===== src/rtl/life_scan_writer.sv =====
// ---------------------------------------------------------------------------
// life_scan_writer
//
// Owns the Game of Life board and computes one generation per start request.
// The board is scanned serially: a rotating window register (data) and a scan
// index (cnt) feed an external neighbour-tap block, which returns the centre
// cell and its eight neighbours combinationally. The B3/S23 rule is applied
// to those bits and the result is shifted into a next-generation register,
// which is committed to the board when the scan completes.
//
// Sequence per generation: IDLE -> PRIME (1) -> SCAN (X*Y) -> COMMIT (1) -> IDLE
//
// Ports
//   clk, rst         clock and synchronous active-high reset
//   load_en          load board from load_data (IDLE only, wins over start)
//   load_data        new board, bit i = cell (y*X + x)
//   start            request one generation (IDLE only)
//   busy             high in PRIME, SCAN and COMMIT
//   done             one-cycle pulse in the cycle the new board is visible
//   board            current generation, bit i = cell i
//   data             window register to the tap (cell cnt at the MSB)
//   cnt              scan index to the tap; x = low LOG2X bits, y = high bits
//   c,l,r,u,d,
//   lu,ld,ru,rd      centre and neighbour bits returned by the tap
//   stable, extinct  (LIFE_STILL_DETECT_EN only) registered at COMMIT:
//                    new board equals old board / new board is empty
//
// Optional feature macro: LIFE_STILL_DETECT_EN
// ---------------------------------------------------------------------------
module life_scan_writer #(
    parameter int X     = 8,
    parameter int Y     = 8,
    parameter int LOG2X = 3,
    parameter int LOG2Y = 3
) (
    input  logic                   clk,
    input  logic                   rst,
    input  logic                   load_en,
    input  logic [X*Y-1:0]         load_data,
    input  logic                   start,
    output logic                   busy,
    output logic                   done,
    output logic [X*Y-1:0]         board,
    output logic [X*Y-1:0]         data,
    output logic [LOG2X+LOG2Y-1:0] cnt,
    input  logic                   c,
    input  logic                   l,
    input  logic                   r,
    input  logic                   u,
    input  logic                   d,
    input  logic                   lu,
    input  logic                   ld,
    input  logic                   ru,
    input  logic                   rd
`ifdef LIFE_STILL_DETECT_EN
    ,
    output logic                   stable,
    output logic                   extinct
`endif
);

    localparam int CELLS = X * Y;
    localparam int CW    = LOG2X + LOG2Y;

    typedef enum logic [1:0] {
        IDLE,
        PRIME,
        SCAN,
        COMMIT
    } state_t;

    state_t           state;
    state_t           state_nxt;
    logic [CELLS-1:0] nxt_gen;
    logic [3:0]       n;
    logic             alive;
    logic             scan_last;

    // Live-neighbour count; the tap has already zeroed off-board neighbours.
    assign n = 4'(l) + 4'(r) + 4'(u) + 4'(d) + 4'(lu) + 4'(ld) + 4'(ru) + 4'(rd);
    assign alive     = (n == 4'd3) || (c && (n == 4'd2));
    assign scan_last = (cnt == CW'(CELLS - 1));
    assign busy      = (state != IDLE);

    // NOTE: sequential state uses non-blocking assignments so every register
    // samples the pre-edge values, independent of block ordering.
    always_ff @(posedge clk) begin
        if (rst) state <= IDLE;
        else     state <= state_nxt;
    end

    always_comb begin
        // NOTE: default assigned first so no path leaves state_nxt unassigned,
        // which would otherwise infer a latch.
        state_nxt = state;
        case (state)
            IDLE:    if (start && !load_en) state_nxt = PRIME;
            PRIME:   state_nxt = SCAN;
            SCAN:    if (scan_last) state_nxt = COMMIT;
            COMMIT:  state_nxt = IDLE;
            default: state_nxt = IDLE;
        endcase
    end

    always_ff @(posedge clk) begin
        if (rst) begin
            board   <= '0;
            data    <= '0;
            nxt_gen <= '0;
            cnt     <= '0;
            done    <= 1'b0;
        end else begin
            // done lands in the first IDLE cycle, together with the new board.
            done <= (state == COMMIT);
            case (state)
                IDLE: begin
                    if (load_en) board <= load_data;
                end
                PRIME: begin
                    // Pre-rotate so cell 0 sits at the MSB and cell 1 at bit 0.
                    data <= {board[0], board[CELLS-1:1]};
                    cnt  <= '0;
                end
                SCAN: begin
                    // After CELLS shifts the first result has reached bit 0.
                    nxt_gen <= {alive, nxt_gen[CELLS-1:1]};
                    data    <= {data[0], data[CELLS-1:1]};
                    cnt     <= cnt + CW'(1);
                end
                COMMIT: begin
                    board <= nxt_gen;
                end
                default: ;
            endcase
        end
    end

`ifdef LIFE_STILL_DETECT_EN
    always_ff @(posedge clk) begin
        if (rst) begin
            stable  <= 1'b0;
            extinct <= 1'b0;
        end else if (state == IDLE && load_en) begin
            stable  <= 1'b0;
            extinct <= 1'b0;
        end else if (state == COMMIT) begin
            stable  <= (nxt_gen == board);
            extinct <= (nxt_gen == '0);
        end
    end
`endif

endmodule

===== config.mk =====
export PLATFORM = sky130hd
export DESIGN_NAME = life_scan_writer
export DESIGN_NICKNAME = d
export VERILOG_FILES = /design/src/rtl/life_scan_writer.sv
export SDC_FILE = /design/constraint.sdc
export NUM_CORES = 1
export LEC_CHECK = 0
export ABC_AREA = 1
export CAP_MARGIN = 20
export CORE_MARGIN = 2
export CORE_UTILIZATION = 32
export CTS_CLUSTER_SIZE = 10
export DETAILED_ROUTE_END_ITERATION = 16
export SLEW_MARGIN = 15
export SYNTH_ARGS = -nofsm -noshare
export SYNTH_HDL_FRONTEND = slang
export SYNTH_SLANG_ARGS = --single-unit

===== constraint.sdc =====
create_clock -name clk -period 3.31 [get_ports clk]
set_clock_uncertainty 0.05 [all_clocks]
set_input_delay 0.4965 -clock clk [delete_from_list [all_inputs] [get_ports clk]]
set_output_delay 0.4965 -clock clk [all_outputs]
set_load 0.01 [all_outputs]

==> results of run 1 <==
-- cell type report --
type | instances | area share [%]
timing repair buffer | 226 | 19.1
inverter | 135 | 4.35
antenna | 4 | 0.0851
multi-input combinational | 862 | 32.8
tap | 341 | 3.63
clock inverter | 1 | 0.138
sequential | 201 | 34.2
clock buffer | 29 | 5.61
-- power by group through the flow --
stage          Sequential (uW)  Clock [uW]  Combinational, uW
2_1_floorplan             3690           0               2500
3_3_place_gp              3660           0               4080
3_5_place_dp              3670           0               4130
5_1_grt                   3720        2520               4600
4_1_cts                   3620        2420               4160
6_report                  3630        2360               4120
-- placed cells by master, fill, tap and decap left out --
cell               n
o21ai_4            1
inv_4              2
o211a_1            1
o21ai_0          133
nand3_1            8
inv_2              4
diode_2            4
inv_1            129
xor2_1             1
clkinv_8           1
nor2_8             1
clkbuf_8           4
nor3_1             1
nand2_1          370
o221ai_1          37
clkbuf_1           1
a21oi_1            5
fa_1               4
buf_4             12
o211ai_1          20
clkdlybuf4s50_1  212
xnor2_1            1
nor2_1           271
ha_1               4
clkbuf_16         24
ha_2               3
dfxtp_1          201
buf_12             2
nand2_2            1
-- cells by family (layout without fill, tap and decap cells) --
kind of cell | Yosys count | in the layout
xor gates and xnor gates | 2 | 2
AOI/OAI and AO/OA | 197 | 197
buffers and inverters | 218 | 391
other | 0 | 4
and+or+nand+nor | 652 | 652
adders and majority gates | 11 | 11
DFF | 201 | 201
-- sequential cells by signal, indices dropped and copies added, names as in the netlist --
register and cells:
done 1, state 2, cnt 6, nxt_gen 64, data 64, board 64
-- worst paths after layout --
| check | startpoint | end | slack [ns] |
|---|---|---|---|
| min reg2reg | nxt_gen[29] | nxt_gen[28] | 0.44 |
| min | nxt_gen[29] | nxt_gen[28] | 0.44 |
| max | l | nxt_gen[63] | 0.19 |
| max reg2reg | state[1] | data[8] | 0.98 |
-- through the flow --
| stage | instances | utilization (%) | setup slack (ns) | hold WS (ns) |
|---|---|---|---|---|
| after detailed placement | 1765 | 41.0 | -0.378 | 0.432 |
| final | 1799 | 43.5 | 0.193 | 0.444 |
| after global placement | 1765 | 41.0 | -0.297 | 0.431 |
| after CTS | 1795 | 43.5 | 0.183 | 0.439 |
| after global routing | 1797 | 43.5 | 0.0650 | 0.465 |
| after floorplan | 1281 | - | 0.242 | 0.413 |
-- per-layer routing --
metal	track usage [%]	routed length (um)	part of all wire, %	vias to the layer above
met3	2.88	1920	6.7	43
li1	-	-	-	4313
met5	0	0	0	-
met2	28.8	12400	43	275
met1	28.6	13600	48	3894
met4	5.72	724	2.5	0
-- worst max-delay path, cell delays in order --
cell and delay, ns:
clkdlybuf4s50_1 0.45, inv_1 0.05, fa_1 0.55, fa_1 0.43
fa_1 0.50, inv_1 0.04, ha_1 0.19, fa_1 0.48
o21ai_0 0.07, nor2_1 0.10, nand2_1 0.06, a21oi_1 0.10
==> results.yml, run 1 <==
timing:
  worstMarginPinSlew_ns: 0.940
  finalSetupViolCount: 0
  hold_viol_final: 0
  slew_headroom_pct: 37.3
  timing.fmax_mhz: 321
  period_minus_slack_ns: 3.12
  period_share_pct: 94.2
  maxSlewViolCount: 0
  rsz0062_at_grt: "no"
  setup_tns_ns: 0
power_and_ir_drop:
  seq_power_share_pct: 35.9
  p_per_area_nw_per_um2: 860
  switching_power_uw: 4090
  power.total_uw: 10100
  comb_power_share_pct: 40.7
  p_leak_uw: 0.00541
  intPower_uw: 6020
  ir_drop_mv: 0.496
  switching_share_pct: 40.5
  clkPwrFrac_pct: 23.4
floorplanning:
  start_util_pct: 32.6
  num_rows: 60
  dieArea_um2: 28900
  coreArea_um2: 27000
  die_height_um: 170
  io_pins: 213
  die_x_um: 170
drt:
  dr.pass1.iters: 5
  drc_errors: 0
  ant_nets: 0
  viasPerCell: 4.74
  routed_wl_mm: 28.6
  dr_total_vias: 8525
  initialDrtViolationCount: 873
  wire_per_inst_um: 15.9
synthesis:
  synth_ff_type: "dfxtp_1"
  synth.avg_cell_area_um2: 6.89
  synthAdderAreaFrac_pct: 1.90
  synth_top_family_by_area: "simple AND/OR/NAND/NOR gates"
  ys_seq_area_share_pct: 45.6
  synth.top_cell.area_share_pct: 45.6
  yosys-mux-area-fraction_pct: 0
  synth-simple-area-share_pct: 28.1
  synth_xor_area_share_pct: 0.199
  yosys.area.top_type: "dfxtp_1"
  synth_nets: 1369
  synthArstFlopShare_pct: 0
  synth_compound_area_share_pct: 13.4
  synth_cells: 1281
  synth_warnings: 0
  synth_commonest_cells: "370 x nand2_1, 271 x nor2_1, 201 x dfxtp_1, 133 x o21ai_0, 130 x inv_1"
  synth_area_um2: 8820
  synth_most_common_cell: "nand2_1"
  synth-seq-cells: 201
  synth_area_leaders: "dfxtp_1 46%, nand2_1 16%, nor2_1 12%"
  synth_edf_count: 0
  yosysUniqueCellTypes: 26
clock_tree:
  clock-root-buffer: "clkbuf_16"
  clockBufferDepth: 3
  cts.sinks: 201
  clock_latency_ns: 0.52
  cts_hold_buf: 0
  post-cts-setup-buffers: 0
  path_clk_slew_ns: 0.06
  numCtsBuffers: 24
  htreeDepth: 1
  tritoncts: "built"
  cts_resized: 0
run:
  cap_violations: 0
grt:
  grt_pass1_wl_mm: 44.3
  overflow: 0
  grt_pass1_vias: 7831
  antenna_found_initial: 4
  grt_util_all_layers_pct: 19.3
  grt_max_degree: 66
worst_hold_path:
  hp-class: "flip-flop to flip-flop"
  min_delay_path_depth: 2
cells_and_area:
  layout-drive-gt1-share_pct: 3.78
  design_area_um2: 11800
  num-fill-cells: 2796
  multi_input_area_um2: 3860
  area_delta_synth_final_pct: 33.3
  fin_nets: 1538
  regArea_um2: 4020
worst_setup_path:
  criticalPathCategory: "primary input to flip-flop"
  crit_arrival_ns: 3.52
  cp-start-kind: "primary input"
  endpoint_kind: "flip-flop"
  crit_path_max_fanout: 2
  reg2reg_depth: 9
  crit_required_ns: 3.71
placed_design:
  placed_area_um2: 11100
  io_buffers: 212
  dp_hpwl_mm: 19.7
  place_congestion: 0.924
run_status:
  status: "completed"
(Power assumes the default switching activity.)
==> run 2, diff against run 1 <==
Settings changed: CTS_CLUSTER_DIAMETER from default to 150.
==> run 2 against run 1 <==
Combinational power barely moved. Final area decreased by 0.39%. Count of clock-buffer cells in the layout decreased by 4. Sequential power about the same. Sequential share of layout area increased by 0.14 points. Highest routed layer unchanged. Critical path type unchanged. Register-to-register slack improved by 0.02 ns. Power fell by 1.1%.
==> results.yml, run 2 (synthesis gave the netlist of run 1 again) <==
clock_tree:
  htreeDepth: 1
  numCtsBuffers: 24
  clockBufferDepth: 3
  clock_latency_ns: 0.51
  post-cts-setup-buffers: 0
  clock-root-buffer: "clkbuf_16"
  cts.sinks: 201
  cts_resized: 0
  tritoncts: "built"
  cts_hold_buf: 0
  path_clk_slew_ns: 0.06
worst_setup_path:
  reg2reg_setup_slack_ns: 1.00
  crit_arrival_ns: 3.52
  cp-start-kind: "primary input"
  r2r-end: "data[8]"
  crit_required_ns: 3.70
  cp-startpoint: "l"
  endpoint_kind: "flip-flop"
  reg2reg_depth: 9
  criticalPathCategory: "primary input to flip-flop"
  r2r-start: "state[1]"
  crit_path_end: "nxt_gen[63]"
  crit_path_max_fanout: 2
timing:
  timing.fmax_mhz: 320
  worstMarginPinSlew_ns: 0.915
  slew_headroom_pct: 39.0
  period_minus_slack_ns: 3.13
  rsz0062_at_grt: "no"
  maxSlewViolCount: 0
  period_share_pct: 94.5
  whs_ns: 0.447
  hold_viol_final: 0
  setup_tns_ns: 0
  finalSetupViolCount: 0
drt:
  ant_nets: 0
  drc_errors: 0
  wire_per_inst_um: 15.9
  viasPerCell: 4.73
  initialDrtViolationCount: 862
  dr_total_vias: 8497
  dr.pass1.iters: 6
  routed_wl_mm: 28.5
cells_and_area:
  mostFrequentLayoutCells: "370 x nand2_1, 271 x nor2_1, 212 x clkdlybuf4s50_1"
  layout-drive-gt1-share_pct: 3.58
  design_area_um2: 11700
  fin_nets: 1538
  final_common_cell: "nand2_1"
  reg.largest.list: "board (64), data (64), nxt_gen (64)"
  area_delta_synth_final_pct: 32.8
grt:
  antenna_found_initial: 4
  grt_max_degree: 66
  overflow: 0
  grt_util_all_layers_pct: 19.2
  grt_pass1_vias: 7848
  grt_pass1_wl_mm: 44.2
floorplanning:
  io_pins: 213
  num_rows: 60
  coreArea_um2: 27000
  die_x_um: 170
  dieArea_um2: 28900
  start_util_pct: 32.6
  die_height_um: 170
placed_design:
  place_congestion: 0.924
  placed_area_um2: 11100
  io_buffers: 212
  dp_hpwl_mm: 19.7
worst_hold_path:
  hp-class: "flip-flop to flip-flop"
run_status:
  status: "completed"
run:
  cap_violations: 0
power_and_ir_drop:
  p_per_area_nw_per_um2: 854
  p_leak_uw: 0.00539
  power.total_uw: 10000
  ir_drop_mv: 0.547
run 2: cell count changes in the layout (fill, tap and decap cells not counted):
cell	delta
clkbuf_8	-4
inv_6	+1
run 2: stage by stage:
stage	std cells	utilization, %	setup WS, ns
2_1_floorplan	1281	-	0.242
6_report	1796	43.3	0.182
3_5_place_dp	1765	41.0	-0.378
3_3_place_gp	1765	41.0	-0.297
5_1_grt	1794	43.3	0.0548
4_1_cts	1792	43.3	0.173
run 2: layer usage:
| metal | wire length (um) | share of wire (%) | track usage, % | vias to the layer above |
|---|---|---|---|---|
| li1 | - | - | - | 4317 |
| met1 | 13700 | 48 | 28.4 | 3871 |
| met2 | 12400 | 43 | 28.9 | 273 |
| met3 | 1790 | 6.3 | 2.93 | 36 |
| met4 | 675 | 2.4 | 5.31 | 0 |
| met5 | 0 | 0 | 0 | - |
run 2: worst min-delay path by stage:
stage | slack (ns) | to | start | cells after the start
CTS | 0.43 | nxt_gen[30] | nxt_gen[31] | 2
floorplan | 0.41 | nxt_gen[0] | nxt_gen[0] | 2
finish | 0.45 | nxt_gen[30] | nxt_gen[31] | 2
detailed placement | 0.43 | nxt_gen[0] | nxt_gen[0] | 2
global placement | 0.43 | nxt_gen[0] | nxt_gen[0] | 2
global route | 0.47 | nxt_gen[17] | nxt_gen[18] | 2
run 2: critical path: stages:
cell and delay [ns]:
clkdlybuf4s50_1 0.45, inv_1 0.05, fa_1 0.55, fa_1 0.43, fa_1 0.50, inv_1 0.04
ha_1 0.19, fa_1 0.48, o21ai_0 0.07, nor2_1 0.10, nand2_1 0.06, a21oi_1 0.10
run 2: cell type report:
type | count | area [um2]
fill | 2779 | 15300
sequential | 201 | 4020
multi-input combinational | 862 | 3860
timing repair buffer | 226 | 2250
clock buffer | 25 | 604
inverter | 135 | 512
tap | 341 | 427
clock inverter | 2 | 25.0
antenna | 4 | 10.0
run 2: power breakdown:
part,internal [uW],leakage [uW],switching [uW]
combinational,1530,0.00344,2580
clock,1290,0.000308,970
sequential,3100,0.00165,531
total,5920,0.00539,4080
